<file path="src/rtl/mult_pkg.sv">
// Shared definitions for the shift-and-add multiplier (and, later, the
// restoring divider that pairs with it).
package mult_pkg;

  localparam int WIDTH = 16;
  localparam int CNT_W = $clog2(WIDTH);

  typedef enum logic [1:0] {
    IDLE = 2'd0,
    RUN  = 2'd1,
    DONE = 2'd2
  } state_e;

  // True when a double-width result does not fit in the lower half.
  function automatic logic upper_nonzero(input logic [2*WIDTH-1:0] value);
    return (value[2*WIDTH-1:WIDTH] != {WIDTH{1'b0}});
  endfunction

endpackage

</file>
<file path="src/rtl/multiplication.sv">
// Iterative unsigned multiply-accumulate: P = A*B + C, one multiplier bit per
// clock, with a start/busy/done handshake.
module multiplication
  import mult_pkg::*;
#(
  parameter int WIDTH = mult_pkg::WIDTH
) (
  input  logic                 clk,
  input  logic                 rst,
  input  logic                 start,
  input  logic [WIDTH-1:0]     A,
  input  logic [WIDTH-1:0]     B,
  input  logic [WIDTH-1:0]     C,
  output logic                 busy,
  output logic                 done,
  output logic [2*WIDTH-1:0]   P,
  output logic                 ovf
);

  localparam int CW = (WIDTH > 1) ? $clog2(WIDTH) : 1;
  localparam logic [CW-1:0] LAST_CNT = CW'(WIDTH - 1);

  state_e              state_q, state_d;
  logic [WIDTH-1:0]    mcand_q, mcand_d;
  logic [WIDTH-1:0]    mplier_q, mplier_d;
  logic [2*WIDTH-1:0]  acc_q, acc_d;
  logic [CW-1:0]       cnt_q, cnt_d;
  logic [2*WIDTH-1:0]  p_q, p_d;
  logic                ovf_q, ovf_d;
  logic [2*WIDTH-1:0]  partial_s;

  // State and datapath registers; reset discards any operation in flight.
  always_ff @(posedge clk) begin
    if (rst) begin
      state_q  <= IDLE;
      mcand_q  <= {WIDTH{1'b0}};
      mplier_q <= {WIDTH{1'b0}};
      acc_q    <= {(2*WIDTH){1'b0}};
      cnt_q    <= {CW{1'b0}};
      p_q      <= {(2*WIDTH){1'b0}};
      ovf_q    <= 1'b0;
    end else begin
      state_q  <= state_d;
      mcand_q  <= mcand_d;
      mplier_q <= mplier_d;
      acc_q    <= acc_d;
      cnt_q    <= cnt_d;
      p_q      <= p_d;
      ovf_q    <= ovf_d;
    end
  end

  // Next-state, add/shift and result-capture logic.
  always_comb begin
    state_d   = state_q;
    mcand_d   = mcand_q;
    mplier_d  = mplier_q;
    acc_d     = acc_q;
    cnt_d     = cnt_q;
    p_d       = p_q;
    ovf_d     = ovf_q;
    partial_s = {{WIDTH{1'b0}}, mcand_q} << cnt_q;

    case (state_q)
      IDLE: begin
        if (start) begin
          mcand_d  = A;
          mplier_d = B;
          acc_d    = {{WIDTH{1'b0}}, C};
          cnt_d    = {CW{1'b0}};
          state_d  = RUN;
        end else begin
          state_d  = IDLE;
        end
      end
      RUN: begin
        if (mplier_q[0]) begin
          acc_d = acc_q + partial_s;
        end else begin
          acc_d = acc_q;
        end
        mplier_d = mplier_q >> 1;
        cnt_d    = cnt_q + CW'(1);
        // The final partial product goes straight into P so it is valid with done.
        if (cnt_q == LAST_CNT) begin
          state_d = DONE;
          p_d     = acc_d;
          ovf_d   = upper_nonzero(acc_d);
        end else begin
          state_d = RUN;
        end
      end
      DONE: begin
        state_d = IDLE;
      end
      default: begin
        state_d = IDLE;
      end
    endcase
  end

  assign busy = (state_q == RUN);
  assign done = (state_q == DONE);
  assign P    = p_q;
  assign ovf  = ovf_q;

endmodule

</file>
<file path="config.mk">
export PLATFORM = sky130hd
export DESIGN_NAME = multiplication
export DESIGN_NICKNAME = d
export VERILOG_FILES = /design/src/rtl/mult_pkg.sv /design/src/rtl/multiplication.sv
export SDC_FILE = /design/constraint.sdc
export NUM_CORES = 1
export LEC_CHECK = 0
export CAP_MARGIN = 20
export CORE_MARGIN = 2
export CORE_UTILIZATION = 51
export DETAILED_ROUTE_END_ITERATION = 16
export PLACE_DENSITY = 0.74
export SYNTH_ARGS = -nofsm -noshare
export SYNTH_HDL_FRONTEND = slang
export SYNTH_SLANG_ARGS = --single-unit
export TNS_END_PERCENT = 50
</file>
<file path="constraint.sdc">
create_clock -name clk -period 4.5 [get_ports clk]
set_input_delay 0.45 -clock clk [delete_from_list [all_inputs] [get_ports clk]]
set_output_delay 0.45 -clock clk [all_outputs]
set_load 0.005 [all_outputs]
</file>
==> key figures, run 1 <==
Outcome
  • Status: finished clean

Worst setup path
  • R2R Path Start: cnt_q[0]
  • Crit end category: register
  • Worst path max stage delay: 550 ps
  • CP max stage cell: mux4_2
  • Buffers plus inverters on the worst setup path: 2
  • Crit-path max FO: 22
  • R2r endpoint: ovf
  • Worst Path Arrival: 4460 ps
  • Crit path from: cnt_q[0]
  • Critical path depth: 15
  • CP cell instances: buf_6 > mux4_2 > mux2i_1 > o22ai_1 > ha_1 > nand4_1 > inv_1 > a21oi_2 > a31oi_2 > or4_4 > a41oi_2 > o211ai_1 > nor4_2 > and4bb_1 > a21oi_1
  • Cells on worst reg2reg path: 15
  • Crit path to: ovf
  • WS Path Type: register to register
  • Worst path top cell family by delay: simple AND/OR/NAND/NOR gates
  • CP startpoint kind: register
  • Flop2flop setup slack: 300 ps
  • Worst EP required: 4760 ps

Pwr
  • Pwr Total: 2.16 mW
  • Comb pwr share: 20.0%
  • Clk pwr share: 34.6%
  • Power Dens Cells: 271 mW/mm²
  • Psw: 0.655 mW
  • Net Sw Frac: 30.3%
  • Lkg Pwr: 2.97 nW
  • IR drop worst, VDD: 0.000265 V
  • Pint: 1.51 mW
  • Seq pwr share: 45.4%

Global routing
  • First-pass GRT wire length: 29500 µm
  • Vias in the first global route: 5805
  • Total congestion overflow: 0
  • Total GRT Usage: 25.8%
  • Initial antenna violation count: 0
  • Largest net degree at the start of global routing: 104

Hold path
  • Hold Crit Class: register to register
  • HP Start: mplier_q[15]

Flow run
  • Max_cap viols: 0

Place
  • # placed instances: 1093
  • Gpl congestion: 0.928
  • Port Buffers: 85
  • Final HPWL from detailed placement: 12800 µm
  • Worst slack, placed: 72.1 ps

Synthesis
  • Sequential fraction of the synthesis area: 30.5%
  • Top post-synthesis cells by area: dfxtp_1 (31%), nor2_1 (7.8%), nand2_1 (6.8%)
  • Syn. warnings: 0
  • Cell taking the most area after synthesis: dfxtp_1
  • Synth async-reset ratio: 0%
  • XOR/XNOR share of the synthesized area: 3.11%
  • Top_reg_cell synth: dfxtp_1
  • Compound-cell area share of the yosys netlist: 25.8%
  • Number of flops mapped to enable cells by yosys: 0
  • Combinational family with the most area after synthesis: compound AO/OA/AOI/OAI gates
  • Mapped Cells: 886
  • Unique masters post-synth: 68
  • Synth Register Bits: 103
  • Syn nets: 970
  • Mux contribution to synthesized area: 6.84%
  • Area share of the largest cell type after synthesis: 30.5%
  • Synth Cell Area: 0.00675 mm²
  • Mean post-synth cell area: 7.62 µm²
  • Synth Area in Adders: 6.23%
  • Simple-gate share of the synthesized area: 22.4%

Routing
  • Drc violations: 0
  • Final wirelength: 17800 µm
  • Routed len/inst: 16.1 µm
  • DR iter-0 viols: 417
  • Remaining antenna violation count: 0
  • DR pass1 iterations: 5
  • DR vias: 6392
  • Vias per cell: 5.77

Clocking
  • Clk sink count: 103
  • Clk root buf: clkbuf_16
  • TritonCTS clock tree: done
  • Post-CTS Setup Bufs: 0
  • H-Tree Depth: 3
  • Clock latency on the worst-skew pair: 370 ps
  • CTS Buffer Depth: 2
  • CTS clock-pin slew for the worst setup and hold paths: 70 ps
  • CTS buffer count: 9

STA
  • FMAX: 238 MHz
  • Slew Limit Fails: 0
  • Final hold slack: 471 ps
  • Final hold vios: 0
  • Setup WS post-layout: 300 ps
  • Fin crit share: 93.3%
  • Worst Skew: 9.67 ps
  • Slew @ Worst Pin: 1060 ps
  • Post-layout min period: 4200 ps
  • Setup tns final: 0 ps
  • RSZ-0062 raised after global routing: no
  • Relative slew slack: 29.0%
  • Final Setup Violations: 0

Floorplan
  • Row count: 42
  • Ports: 86
  • DIE WIDTH: 119 µm
  • Die footprint: 0.0142 mm²
  • Initial Util: 51.6%
  • Die H: 119 µm
  • CORE AREA: 0.0131 mm²

Layout
  • Filler cells: 1195
  • Share of cells above drive strength 1: 7.83%
  • Final nets: 1012
  • Area Overhead vs Synth: 18.2%
  • Cell Count, Final, Fillers Out: 1108
  • Reg area: 0.00207 mm²
  • Inserted Diodes: 0
  • Footprint of the multi-input gates: 0.00439 mm²
## cell families (layout without fill, tap and decap cells)
family,after synthesis,count (layout)
DFF,103,103
and+or+nand+nor,349,349
adders and majority gates,33,33
xor gates and xnor gates,24,24
buffers and inverters,84,130
AOI/OAI and AO/OA,254,254
muxes,39,39
## final cells by class
cell class | count | area share [%]
inverter | 14 | 0.659
multi-input combinational | 699 | 55.0
clock buffer | 10 | 2.87
sequential | 103 | 25.9
timing repair buffer | 101 | 12.2
tap | 176 | 2.76
clock inverter | 5 | 0.565
## worst register-to-register path, cell delays in order, from the launching register on
cell      delay [ps]
dfxtp_2          410
buf_6            220
mux4_2           550
mux2i_1          240
o22ai_1          130
ha_1             390
nand4_1          150
inv_1             60
a21oi_2          250
a31oi_2          170
or4_4            540
a41oi_2          260
o211ai_1         140
nor4_2           290
and4bb_1         230
a21oi_1           60
## cell usage after synthesis (6+ instances only)
master,instances
xnor2_1,13
ha_1,32
nand4_1,10
nand3_1,20
a31oi_1,17
nand2_1,122
dfxtp_1,103
mux2i_1,27
and3_1,8
o21a_1,7
a21oi_1,87
and2_1,6
nor3_1,10
a221oi_1,14
a211oi_1,31
clkbuf_1,53
nor2_1,141
inv_1,14
mux2_2,7
xor2_1,11
o21ai_0,28
a311oi_1,16
a21o_1,7
nand2b_1,8
nor2b_1,9
buf_1,9
## layout by cell type (no fill, tap or decap), drive strengths merged, types with 16 or more instances in the layout
cell type	count
buf	17
clkdlybuf4s50	84
ha	32
a21oi	90
nor2	141
nand3	20
nand2	123
dfxtp	103
o21ai	30
mux2i	27
a311oi	16
a31oi	17
a211oi	34
## stage by stage
stage | area [µm²] | utilization, %
after floorplan | 6750 | -
after detailed placement | 7670 | 58.6
after global placement | 7670 | 58.6
final | 7980 | 61.0
after CTS | 7940 | 60.7
after global routing | 7980 | 61.0
## repair_timing
action / 4_1_cts / 5_1_grt
hold buffers: 0 / 0
endpoints found under the setup margin: 0 / 12
gates resized for setup: 0 / 10
## sequential cells by signal (all words and copies together), names as in the netlist
register	count
mplier_q	16
mcand_q	16
acc_q	32
state_q	2
ovf	1
P	32
cnt_q	4
## power groups by stage
stage / Sequential (mW) / Clock, mW / Combinational (mW)
5_1_grt: 0.986 / 0.799 / 0.477
2_1_floorplan: 0.989 / 0 / 0.313
3_3_place_gp: 1.00 / 0 / 0.423
4_1_cts: 0.980 / 0.762 / 0.429
6_report: 0.981 / 0.748 / 0.432
3_5_place_dp: 1.00 / 0 / 0.427
## worst min-delay path by stage
stage / end / slack, ps / cells after the start
detailed placement: mplier_q[15] / 460 / 2
global route: mplier_q[9] / 500 / 2
finish: mplier_q[15] / 470 / 2
global placement: P[23] / 460 / 2
CTS: mplier_q[15] / 470 / 2
floorplan: mcand_q[12] / 440 / 2
## routing by layer
metal / part of all wire (%) / vias to the layer above / GRT usage (%)
li1: - / 3263 / -
met1: 49 / 2939 / 37.1
met2: 45 / 167 / 39.2
met3: 4.4 / 23 / 4.07
met4: 1.7 / 0 / 8.63
met5: 0 / - / 0
Power figures use the tool's default switching activity.
==> inputs of run 2 (changes only) <==
--- a/config.mk
+++ b/config.mk
@@ -9,6 +9,7 @@
 export CORE_MARGIN = 2
 export CORE_UTILIZATION = 51
 export DETAILED_ROUTE_END_ITERATION = 16
+export GPL_TIMING_DRIVEN = 0
 export PLACE_DENSITY = 0.74
 export SYNTH_ARGS = -nofsm -noshare
 export SYNTH_HDL_FRONTEND = slang
==> constraint.sdc (replaced) <==
create_clock -name clk -period 4.5 [get_ports clk]
set_input_delay 0.45 -clock clk [delete_from_list [all_inputs] [get_ports clk]]
set_output_delay 0.45 -clock clk [all_outputs]
set_load 0.02 [all_outputs]
==> run 2 against run 1 <==
  * Clock skew grew 1.6 ps
  * Critical path depth grew 2
  * Combinational power grew 11%
  * Fmax shrank 4.7%
  * Sequential power is essentially flat
  * Design area grew 3.5%
  * Global-route usage grew 5.0 points
  * Die area is the same
  * Total power grew 4.0%
  * Highest routed layer unchanged
==> key figures, run 2 (synthesized netlist as in run 1, its figures left out) <==
Outcome
  • Status: finished clean (unchanged)

Clocking
  • Clock latency on the worst-skew pair: 370 ps (about the same)
  • CTS Buffer Depth: 2 (unchanged)
  • Cts hold-fix bufs: 0 (unchanged)
  • TritonCTS clock tree: done (unchanged)
  • H-Tree Depth: 3 (unchanged)
  • Clk sink count: 103 (unchanged)
  • CTS buffer count: 9 (unchanged)
  • CTS clock-pin slew for the worst setup and hold paths: 80 ps (was 70 ps)
  • Clk root buf: clkbuf_16 (unchanged)

Floorplan
  • Die H: 119 µm (unchanged)
  • Initial Util: 51.6% (unchanged)
  • Die footprint: 0.0142 mm² (unchanged)
  • DIE WIDTH: 119 µm (unchanged)
  • CORE AREA: 0.0131 mm² (unchanged)
  • Row count: 42 (unchanged)
  • Ports: 86 (unchanged)

Global routing
  • Total GRT Usage: 30.8% (was 25.8%)
  • Initial antenna violation count: 0 (unchanged)
  • Largest net degree at the start of global routing: 20 (was 104)
  • First-pass GRT wire length: 34200 µm (was 29500 µm)
  • Total congestion overflow: 0 (unchanged)
  • Vias in the first global route: 6445 (was 5805)

Pwr
  • Comb pwr share: 21.3% (was 20.0%)
  • Pwr Total: 2.25 mW (was 2.16 mW)
  • Psw: 0.718 mW (was 0.655 mW)
  • Pint: 1.53 mW (was 1.51 mW)
  • Clk pwr share: 35.2% (was 34.6%)
  • IR drop worst, VDD: 0.000228 V (was 0.000265 V)
  • Lkg Pwr: 3.07 nW (was 2.97 nW)
  • Power Dens Cells: 272 mW/mm² (was 271 mW/mm²)
  • Seq pwr share: 43.5% (was 45.4%)
  • Net Sw Frac: 31.9% (was 30.3%)

STA
  • Slew @ Worst Pin: 859 ps (was 1060 ps)
  • FMAX: 227 MHz (was 238 MHz)
  • Fin crit share: 97.9% (was 93.3%)
  • RSZ-0062 raised after global routing: yes (was no)
  • Setup tns final: 0 ps (unchanged)
  • Relative slew slack: 42.7% (was 29.0%)
  • Final hold vios: 0 (unchanged)
  • Worst Skew: 11.3 ps (was 9.67 ps)
  • Post-layout min period: 4410 ps (was 4200 ps)
  • Final Setup Violations: 0 (unchanged)
  • Slew Limit Fails: 0 (unchanged)

Layout
  • Final nets: 1066 (was 1012)
  • Inserted Diodes: 0 (unchanged)
  • Area Overhead vs Synth: 22.2% (was 18.2%)
  • Most common cell after layout, fill and taps aside: nor2_1 (unchanged)
  • Post-route cell area: 0.00825 mm² (was 0.00798 mm²)
  • Cell Count, Final, Fillers Out: 1163 (was 1108)
  • Filler cells: 1204 (was 1195)
  • Share of cells above drive strength 1: 8.31% (was 7.83%)
  • Reg area: 0.00206 mm² (was 0.00207 mm²)
  • Footprint of the multi-input gates: 0.00446 mm² (was 0.00439 mm²)
  • Leading cell types in the layout, fill and taps excluded: nor2_1 (141), nand2_1 (122), dfxtp_1 (102) (was nor2_1 (140), nand2_1 (122), dfxtp_1 (100))

Flow run
  • Max_cap viols: 0 (unchanged)

Worst setup path
  • Crit-path max FO: 10 (was 22)
  • Flop2flop setup slack: 90 ps (was 300 ps)
  • CP startpoint kind: register (unchanged)
  • Worst EP required: 4760 ps (about the same)
  • WS Path Type: register to register (unchanged)
  • Worst Path Arrival: 4660 ps (was 4460 ps)
  • Crit end category: register (unchanged)

Routing
  • DR pass1 iterations: 5 (unchanged)
  • DR vias: 6862 (was 6392)
  • Remaining antenna violation count: 0 (unchanged)
  • DR iter-0 viols: 716 (was 417)
  • Vias per cell: 5.90 (was 5.77)
  • Drc violations: 0 (unchanged)
  • Final wirelength: 21400 µm (was 17800 µm)
  • Routed len/inst: 18.4 µm (was 16.1 µm)

Place
  • Placed standard-cell area: 0.00781 mm² (was 0.00767 mm²)
  • Gpl congestion: 0.969 (was 0.928)
  • # placed instances: 1146 (was 1093)
  • Port Buffers: 84 (was 85)
  • Final HPWL from detailed placement: 16300 µm (was 12800 µm)

Hold path
  • Hold Crit Class: register to register (unchanged)
==> run 2: area by class of cell <==
| class | instances | area share [%] |
|---|---|---|
| multi-input combinational | 699 | 54.1 |
| sequential | 103 | 25.0 |
| timing repair buffer | 88 | 10.6 |
| buffer | 67 | 3.58 |
| clock buffer | 10 | 2.77 |
| tap | 176 | 2.67 |
| clock inverter | 6 | 0.682 |
| inverter | 14 | 0.637 |
==> run 2: power by group through the flow <==
stage               registers (mW)  clock network (mW)  logic (mW)
finish                       0.978               0.790       0.479
global route                 0.983               0.834       0.527
CTS                          0.977               0.800       0.463
detailed placement           0.998                   0       0.459
global placement             0.997                   0       0.456
floorplan                    0.989                   0       0.313
==> run 2: worst max-delay path, stage by stage, from the launching register on <==
cell and delay, ps:
dfxtp_2 440, buf_4 220, clkbuf_4 220, mux4_2 370, mux2i_2 250, o22ai_1 180, ha_1 310, buf_2 200
nand4_1 150, nor3_1 200, nand2_1 200, a31oi_4 280, o21ai_0 130, a31oi_1 280, nand4_1 200, nor4_2 380
and4bb_1 230, a21oi_1 60
==> run 2: repair_timing <==
item | 4_1_cts | 5_1_grt
gates resized for setup | 13 | 31
pin swaps | 0 | 6
gates cloned | 0 | 0
buffers inserted | 0 | 4
setup endpoints to repair | 22 | 12
==> run 2: through the flow <==
step	utilization [%]	hold WS (ps)	setup slack, ps
2_1_floorplan	-	443	246
3_3_place_gp	59.7	462	-657
3_5_place_dp	59.7	463	-665
4_1_cts	62.1	474	12.6
5_1_grt	63.1	491	-85.0
6_report	63.1	477	92.3
==> run 2: worst paths after layout <==
kind	cells past startpoint	endpoint	startpoint
setup / recovery	17	ovf	cnt_q[1]
hold / removal	2	P[30]	P[30]
setup reg to reg	17	ovf	cnt_q[1]
hold reg to reg	2	P[30]	P[30]
==> run 2: layer usage <==
| layer | track usage (%) | up-vias | part of all wire (%) |
|---|---|---|---|
| met5 | 0 | - | 0 |
| met2 | 48.1 | 277 | 44 |
| met3 | 7.04 | 53 | 7.6 |
| met4 | 10.2 | 0 | 3.4 |
| li1 | - | 3364 | - |
| met1 | 41.9 | 3168 | 45 |
==> inputs of run 3 (changes only) <==
--- a/config.mk
+++ b/config.mk
@@ -5,6 +5,7 @@
 export SDC_FILE = /design/constraint.sdc
 export NUM_CORES = 1
 export LEC_CHECK = 0
+export ABC_CLOCK_PERIOD_IN_PS = 4500
 export CAP_MARGIN = 20
 export CORE_MARGIN = 2
 export CORE_UTILIZATION = 51
==> results of run 3 <==
The final DEF is identical to that of run 2; final timing and power are the same.
